==> config.mk <==
export PLATFORM = sky130hd
export DESIGN_NAME = ballot_collector_flat
export DESIGN_NICKNAME = d
export VERILOG_FILES = /design/src/rtl/ballot_if.sv /design/src/rtl/ballot_collector.sv /design/src/flat_wrapper.sv
export SDC_FILE = /design/constraint.sdc
export NUM_CORES = 1
export LEC_CHECK = 0
export ABC_AREA = 1
export BUFFER_PORTS_ARGS = -buffer_cell sky130_fd_sc_hd__buf_2
export CORE_MARGIN = 5
export CORE_UTILIZATION = 45
export DETAILED_ROUTE_END_ITERATION = 7
export MAX_ROUTING_LAYER = met4
export PLACE_DENSITY = 0.67
export SYNTH_ARGS = -nofsm -noshare
export SYNTH_HDL_FRONTEND = slang
export SYNTH_SLANG_ARGS = --single-unit
==> constraint.sdc <==
create_clock -name clk -period 1.82 [get_ports clk]
set_clock_uncertainty 0.15 [all_clocks]
set_input_delay 0.546 -clock clk [delete_from_list [all_inputs] [get_ports clk]]
set_output_delay 0.546 -clock clk [all_outputs]
set_load 0.1 [all_outputs]
==> src/rtl/ballot_if.sv <==
// ballot_if -- signal bundle between a round controller (master) and the
// ballot collector (slave).
//   open_i         : level request to start a new voting round
//   cast_i[3:0]    : per-voter cast strobe
//   choice_i[3:0]  : per-voter choice (1 = yes), qualified by cast_i
//   busy_o         : round in progress (OPEN or CLOSE)
//   voted_o[3:0]   : voters whose cast has been accepted this round
//   ballot_o[3:0]  : accepted yes-votes, feed to the popcount/threshold stage
//   ballot_valid_o : one-cycle pulse, ballot_o is final while high
interface ballot_if;
    logic       open_i;
    logic [3:0] cast_i;
    logic [3:0] choice_i;
    logic       busy_o;
    logic [3:0] voted_o;
    logic [3:0] ballot_o;
    logic       ballot_valid_o;

    modport master (
        output open_i, cast_i, choice_i,
        input  busy_o, voted_o, ballot_o, ballot_valid_o
    );

    modport slave (
        input  open_i, cast_i, choice_i,
        output busy_o, voted_o, ballot_o, ballot_valid_o
    );
endinterface

==> src/rtl/ballot_collector.sv <==
// ballot_collector -- collects one vote per voter from four voters during a
// bounded voting round and presents the yes-vote mask for one cycle when the
// round closes.
//   clk   : rising-edge clock
//   rst_n : asynchronous active-low reset
//   bus   : ballot_if.slave (open_i, cast_i, choice_i in;
//           busy_o, voted_o, ballot_o, ballot_valid_o out)
// Parameter TIMEOUT (2..65535): maximum number of cycles a round stays open.
// Optional build macro BALLOT_RECAST_EN: already-voted voters may recast
// (last cast wins) and a round closes only on timeout.
module ballot_collector #(
    parameter int unsigned TIMEOUT = 1000
) (
    input  logic     clk,
    input  logic     rst_n,
    ballot_if.slave  bus
);

    localparam int unsigned     TW         = (TIMEOUT > 1) ? $clog2(TIMEOUT) : 1;
    localparam logic [TW-1:0]   TIMER_LAST = TW'(TIMEOUT - 1);

    typedef enum logic [1:0] {
        IDLE  = 2'd0,
        OPEN  = 2'd1,
        CLOSE = 2'd2
    } state_t;

    state_t        state_r;
    state_t        state_nxt_s;
    logic [TW-1:0] timer_r;
    logic [TW-1:0] timer_nxt_s;
    logic [3:0]    voted_r;
    logic [3:0]    voted_nxt_s;
    logic [3:0]    ballot_r;
    logic [3:0]    ballot_nxt_s;
    logic          busy_r;
    logic          busy_nxt_s;
    logic          valid_r;
    logic          valid_nxt_s;
    logic [3:0]    accept_s;
    logic          all_voted_s;

    // Next-state and next-output logic for the round FSM.
    always_comb begin
        state_nxt_s  = state_r;
        timer_nxt_s  = timer_r;
        voted_nxt_s  = voted_r;
        ballot_nxt_s = ballot_r;
        valid_nxt_s  = 1'b0;
        accept_s     = 4'b0000;
        all_voted_s  = 1'b0;

        case (state_r)
            IDLE: begin
                // Casts are ignored here; ballot_r keeps the last result.
                if (bus.open_i) begin
                    state_nxt_s  = OPEN;
                    timer_nxt_s  = {TW{1'b0}};
                    voted_nxt_s  = 4'b0000;
                    ballot_nxt_s = 4'b0000;
                end else begin
                    state_nxt_s  = IDLE;
                end
            end
            OPEN: begin
`ifdef BALLOT_RECAST_EN
                accept_s    = bus.cast_i;
                all_voted_s = 1'b0;
`else
                accept_s    = bus.cast_i & ~voted_r;
                all_voted_s = ((voted_r | accept_s) == 4'b1111);
`endif
                voted_nxt_s  = voted_r | accept_s;
                ballot_nxt_s = (ballot_r & ~accept_s) | (bus.choice_i & accept_s);
                // Casts accepted on the closing edge still count, since
                // ballot/voted update on that same edge.
                if (all_voted_s || (timer_r == TIMER_LAST)) begin
                    state_nxt_s = CLOSE;
                    valid_nxt_s = 1'b1;
                end else begin
                    state_nxt_s = OPEN;
                    // Cannot wrap: increment only below TIMER_LAST.
                    timer_nxt_s = timer_r + TW'(1);
                end
            end
            CLOSE: begin
                state_nxt_s = IDLE;
            end
            default: begin
                state_nxt_s = IDLE;
            end
        endcase

        busy_nxt_s = (state_nxt_s != IDLE);
    end

    // State and registered-output update with asynchronous reset.
    always_ff @(posedge clk or negedge rst_n) begin
        if (!rst_n) begin
            state_r  <= IDLE;
            timer_r  <= {TW{1'b0}};
            voted_r  <= 4'b0000;
            ballot_r <= 4'b0000;
            busy_r   <= 1'b0;
            valid_r  <= 1'b0;
        end else begin
            state_r  <= state_nxt_s;
            timer_r  <= timer_nxt_s;
            voted_r  <= voted_nxt_s;
            ballot_r <= ballot_nxt_s;
            busy_r   <= busy_nxt_s;
            valid_r  <= valid_nxt_s;
        end
    end

    assign bus.busy_o         = busy_r;
    assign bus.voted_o        = voted_r;
    assign bus.ballot_o       = ballot_r;
    assign bus.ballot_valid_o = valid_r;

endmodule

==> src/flat_wrapper.sv <==
// flat-port wrapper written by rule: the top's interface ports become plain ports
module ballot_collector_flat 
#(
    parameter int unsigned TIMEOUT = 1000
)
  (clk, rst_n, bus_open_i, bus_cast_i, bus_choice_i, bus_busy_o, bus_voted_o, bus_ballot_o, bus_ballot_valid_o);
  ballot_if bus_i ();
  input  logic clk;
  input  logic rst_n;
  input wire logic [$bits(bus_i.open_i)-1:0] bus_open_i;
  input wire logic [$bits(bus_i.cast_i)-1:0] bus_cast_i;
  input wire logic [$bits(bus_i.choice_i)-1:0] bus_choice_i;
  output wire logic [$bits(bus_i.busy_o)-1:0] bus_busy_o;
  output wire logic [$bits(bus_i.voted_o)-1:0] bus_voted_o;
  output wire logic [$bits(bus_i.ballot_o)-1:0] bus_ballot_o;
  output wire logic [$bits(bus_i.ballot_valid_o)-1:0] bus_ballot_valid_o;
  assign bus_i.open_i = bus_open_i;
  assign bus_i.cast_i = bus_cast_i;
  assign bus_i.choice_i = bus_choice_i;
  assign bus_busy_o = bus_i.busy_o;
  assign bus_voted_o = bus_i.voted_o;
  assign bus_ballot_o = bus_i.ballot_o;
  assign bus_ballot_valid_o = bus_i.ballot_valid_o;
  ballot_collector #(.TIMEOUT(TIMEOUT)) u_core (.clk(clk), .rst_n(rst_n), .bus(bus_i));
endmodule
== Word level (Yosys, flattened, before mapping) ==
Cells that the tools add are included.
Word-level totals
  bits in registers: 22
  latch bits: 0
  RAM bits: 0
  ROM bits: 0
  output and inout port bits: 10
  word-level logic and storage cells: 36
  memories: 0
Cells by class
  add/sub/neg operators: 1
  multiply operators: 0
  div/mod/pow operators: 0
  magnitude comparators: 0
  equal/unequal tests: 5
  shift operators: 0
  multiplexer cells: 11
  bitwise operators: 7
  reduce and logical (&&, ||, !) cells: 6
Operator list (number)
  $mux 10: 2
  $pmux 10 s2: 1
  $pmux 4 s2: 2
  $and 4x4->4: 3
  $add 10x1->10 const B: 1
  $eq 10x10->1 const B: 1
  $not 4->4: 2
  $or 4x4->4: 2
  $eq 4x4->1 const B: 1
  $mux 4: 1
  $ne 2x2->1 const B: 2
  $pmux 2 s2: 1
  $reduce_bool 2->1: 2
  $mux 1: 3
  $reduce_and 3->1: 1
  $eq 2x1->1 const B: 1
  $logic_not 2->1: 1
  $mux 2: 1
  $reduce_and 2->1: 1
  $logic_or 1x1->1: 1

== Logic depth before layout (Yosys ltp) ==
  word-level depth: 8
  mapped depth: 9
  depth with buffers taken out: 9

== Least setup slack after synthesis ==
OpenSTA, ideal clock, no wires.
  kind: register to register
  start: register u_core.state_r[1]
  end: register u_core.ballot_r[3] (netlist: u_core.bus.ballot_o[3])
  setup time: 0.129 ns
  arrival time: 1.546 ns
  setup slack: -0.004 ns
  stages on the path, launching flop included: 7
  period minus slack after synthesis: 1.824 ns
  path through: dfrtp_1 nor2_2 inv_2 buf_2 a21oi_1 o21ai_0 o21ai_0
Between the ends
  cells in the longest elaborated chain, start to end: 3
  elaborated cells between the ends (all ways): 6
Ends and longest elaborated chain
  start, declared: line ballot_collector.sv:28  | state_t state_r;
  start signal, assigned: line ballot_collector.sv:107  | state_r <= state_nxt_s;
  $eq 2x1->1 / $logic_not 2->1 (equally long branches): line ballot_collector.sv:53  | case (state_r)
  $reduce_bool 2->1 (no line) / $ne 2x2->1 (equally long branches)
  $reduce_and 2->1 (no line)
  end signal, assigned: line ballot_collector.sv:110  | ballot_r <= ballot_nxt_s;
  end, declared: line ballot_collector.sv:34  | logic [3:0] ballot_r;
Parallel ways exist; a longest one is shown, timed or not.
A chain may end at the register's enable or synchronous reset.

== Worst setup path in the final report ==
  start: register u_core.busy_r (netlist: u_core.bus.busy_o)
  end: output bus_busy_o
RTL lines
  start, declared: line ballot_collector.sv:36  | logic busy_r;
  start signal, assigned: line ballot_collector.sv:111  | busy_r <= busy_nxt_s;
  end, declared: line flat_wrapper.sv:13  | output wire logic [$bits(bus_i.busy_o)-1:0] bus_busy_o;
No word-level cell between the ends.

==> summary.md <==
| Metric | Value |
|---|---|
| Tcrit/Tclk final | `between 90% and 100%` |
| Vias/cell | `4.99` |
| Crit path kind | `reg2out` |
| Final antenna-violating net count | `0` |
| Clock tree from TritonCTS | `yes` |
| Slowest-stage cell, CP | `buf_2` |
| Non-filler cells, final | `around 200` |
| Die area | `about 3600 um2` |
| GRT Resource Usage Total | `between 10 and 15%` |
| Initial Utilization | `a little under half` |
| CP startpoint kind | `flip-flop` |
| Max-cap violations | `0` |
| Placed cell areas | `1240 um2` |
| Power Total | `2.47 mW` |
| Crit end category | `primary output` |
| Slowest stage delay, CP | `~0.41 ns` |
| Slew Viols, Final | `0` |
| Area share of the largest cell type after synthesis | `a little under half` |
| Synth cell count leaders | `45 x nand2_1, 21 x dfrtp_1, 20 x inv_1, 15 x nor2_1, 12 x nand3_1` |
| Post-Place Setup Slack | `around 0.044 ns` |
| Worst path cell trace | `buf_2` |
| CTS Buf Count | `3` |
| Die Y | `59.7 um` |
| H-tree level count | `1` |
| Max Fanout on Critical Path | `1` |
| Cell accounting for the most synthesized area | `dfrtp_1` |
| Min-delay worst type | `in2async` |
| Synth-to-layout area growth | `16.5%` |
| Achievable Freq | `approximately 0.57 GHz` |
| Antenna Diode Count | `0` |
| DP HPWL | `around 1700 um` |
| Number of remaining DRC errors | `0` |
| Mean Syn Cell Area | `7.42 um2` |
| 1st-iter DRT viols | `44` |
| Global-route wire length before repair | `between 4000 and 5000 um` |
| Outcome | `finished clean` |
| Antenna violations before repair | `0` |
| CTS clock-pin slew for the worst setup and hold paths | `between 0.1 and 0.15 ns` |
| Normalized max-slew margin | `between 60% and 70%` |
| Core box area | `2430 um2` |
| Synthesized Nets | `162` |
| EDFF count, synth | `0` |
| Synth area leaders | `dfrtp_1 47%, nand2_1 15%, inv_1 6.7%, nand3_1 5.4%, nor2_1 5.1%` |
| # nets final | `between 150 and 200` |
| Min cycle time layout | `between 1.5 and 2 ns` |
| Synthesized cell area | `between 1000 and 1500 um2` |
| Chip width | `between 50 and 60 um` |
| Final core utilization | `53.3%` |
| Layout cells sized above 1 | `roughly a fifth` |
| Fin area | `around 1300 um2` |
| Lkg Pwr | `approximately 0.7 nW` |
| Post-CTS Setup Repair Bufs | `0` |
| IO buf count | `20` |
| Clock buffer depth | `2` |
| Sequential cell area fraction in the yosys report | `47.2%` |
| Fin. Hold Viols | `0` |
| Maximum VDD drop | `~1.3 mV` |
| RSZ-0062 raised after global routing | `no` |
| WP data required | `approximately 1.1 ns` |
| CP delay by family, top | `buffers and inverters` |
| Clock Sinks | `21` |
| Prevailing post-synth register cell | `dfrtp_1` |
| Vias in the first global route | `932` |
| Gate Count Post-Synth | `150` |
| GRT overflow | `0` |
| WL final | `approximately 2300 um` |
| Hold WS | `0.00894 ns` |
| Setup TNS | `0 ns` |
| Cells after DPL | `198` |
| Async SR Flop Fraction | `100%` |
| #FFs+latches synth | `21` |
| Total number of vias | `between 1000 and 1500` |
| Most numerous cell in the Yosys netlist | `nand2_1` |
| I/O pins | `21` |
| WP buf/inv | `1` |
| CTS root buffer | `clkbuf_4` |
| Global placement routability congestion | `0.809` |
| Pwr per Cell Area | `1900 nW/um2` |
| Post-route setup slack | `between 0.05 and 0.06 ns` |
| DRT Pass-1 Iters | `4` |
| Worst-margin pin slew | `between 0.4 and 0.5 ns` |
| Avg WL per Cell | `11.3 um` |
| Synth Warn # | `0` |
| Clock insertion delay at the later pin of the skew report | `a little over 0.3 ns` |
| Setup-failing EPs final | `0` |
| Synth unique cells | `20` |
| Num rows | `18` |
| Critical Path AT | `roughly 1.1 ns` |
| Largest net degree at the start of global routing | `22` |
## registers in the layout (all words and copies together), names as in the netlist
signal               cells
u_core.bus.ballot_o      4
u_core.state_r           2
u_core.timer_r          10
u_core.bus.busy_o        1
u_core.bus.voted_o       4
## cells by family after synthesis
group,Yosys count,synth area share (%)
AND/OR/NAND/NOR,83,32.7
buffers and inverters,24,8.88
AO/OA/AOI/OAI,21,10.1
flip-flops,21,47.2
adder cells (fa/ha/maj),1,1.12
## power breakdown
group / leakage, nW / internal, mW / switching [mW]
sequential: 0.271 / 0.617 / 0.0979
clock: 0.0177 / 0.0822 / 0.153
combinational: 0.394 / 0.306 / 1.21
## what timing repair did
| action | 4_1_cts | 5_1_grt |
|---|---|---|
| hold buffers | 0 | 0 |
| gates resized for setup | 5 | 5 |
| endpoints found under the setup margin | 5 | 10 |
| cloned | 0 | 0 |
## final timing paths
| path | start | end | slack (ns) | cells past startpoint |
|---|---|---|---|---|
| setup / recovery | u_core.bus.busy_o$_DFF_PN0_ | bus_busy_o | 0.06 | 1 |
| hold / removal | rst_n | u_core.bus.busy_o$_DFF_PN0_ | 0.009 | 1 |
| setup reg to reg | u_core.timer_r[0]$_DFFE_PN0P_ | u_core.timer_r[7]$_DFFE_PN0P_ | 0.19 | 8 |
| hold reg to reg | u_core.timer_r[1]$_DFFE_PN0P_ | u_core.timer_r[1]$_DFFE_PN0P_ | 0.40 | 2 |
| max in group asynchronous | rst_n | u_core.state_r[1]$_DFF_PN0_ | 1.17 | 1 |
| min in group clk | bus_choice_i[0] | u_core.bus.ballot_o[0]$_DFFE_PN0P_ | 0.32 | 3 |
## per-layer routing
layer | global-route usage (%) | part of all wire (%)
met5 | - | 0
met1 | 19.7 | 46
met3 | 4.10 | 7.6
met2 | 22.5 | 46
met4 | 3.80 | 0.35
## cell type report
type / count / area (um2)
clock buffers: 3 / 22.5
fillers: 243 / 1130
clock inverters: 1 / 5.00
inverters: 21 / 78.8
well taps: 30 / 37.5
repair buffers: 21 / 130
multi-input cells: 105 / 497
flip-flops and latches: 21 / 527
## cell usage in the layout (no fill, tap or decap)
| cell | netlist | layout |
|---|---|---|
| nand4_1 | 2 | 2 |
| nor2_1 | 15 | 15 |
| a21oi_1 | 5 | 5 |
| inv_2 | 1 | 1 |
| nor3b_1 | 2 | 2 |
| nor2_2 | 3 | 3 |
| o21ai_1 | 2 | 2 |
| clkbuf_4 | 0 | 7 |
| dfrtp_2 | 0 | 1 |
| nand2_2 | 2 | 2 |
| dfrtp_1 | 21 | 20 |
| buf_4 | 0 | 6 |
| clkinv_2 | 0 | 1 |
| o21bai_1 | 1 | 1 |
| nand2_1 | 45 | 45 |
| o22ai_1 | 4 | 4 |
| o21ai_0 | 9 | 9 |
| nand3_2 | 2 | 1 |
| nand3_4 | 0 | 1 |
| nand3_1 | 12 | 12 |
| buf_2 | 1 | 11 |
| inv_1 | 20 | 20 |
| ha_1 | 1 | 1 |
Note: power is estimated with default switching activity, not from simulation.
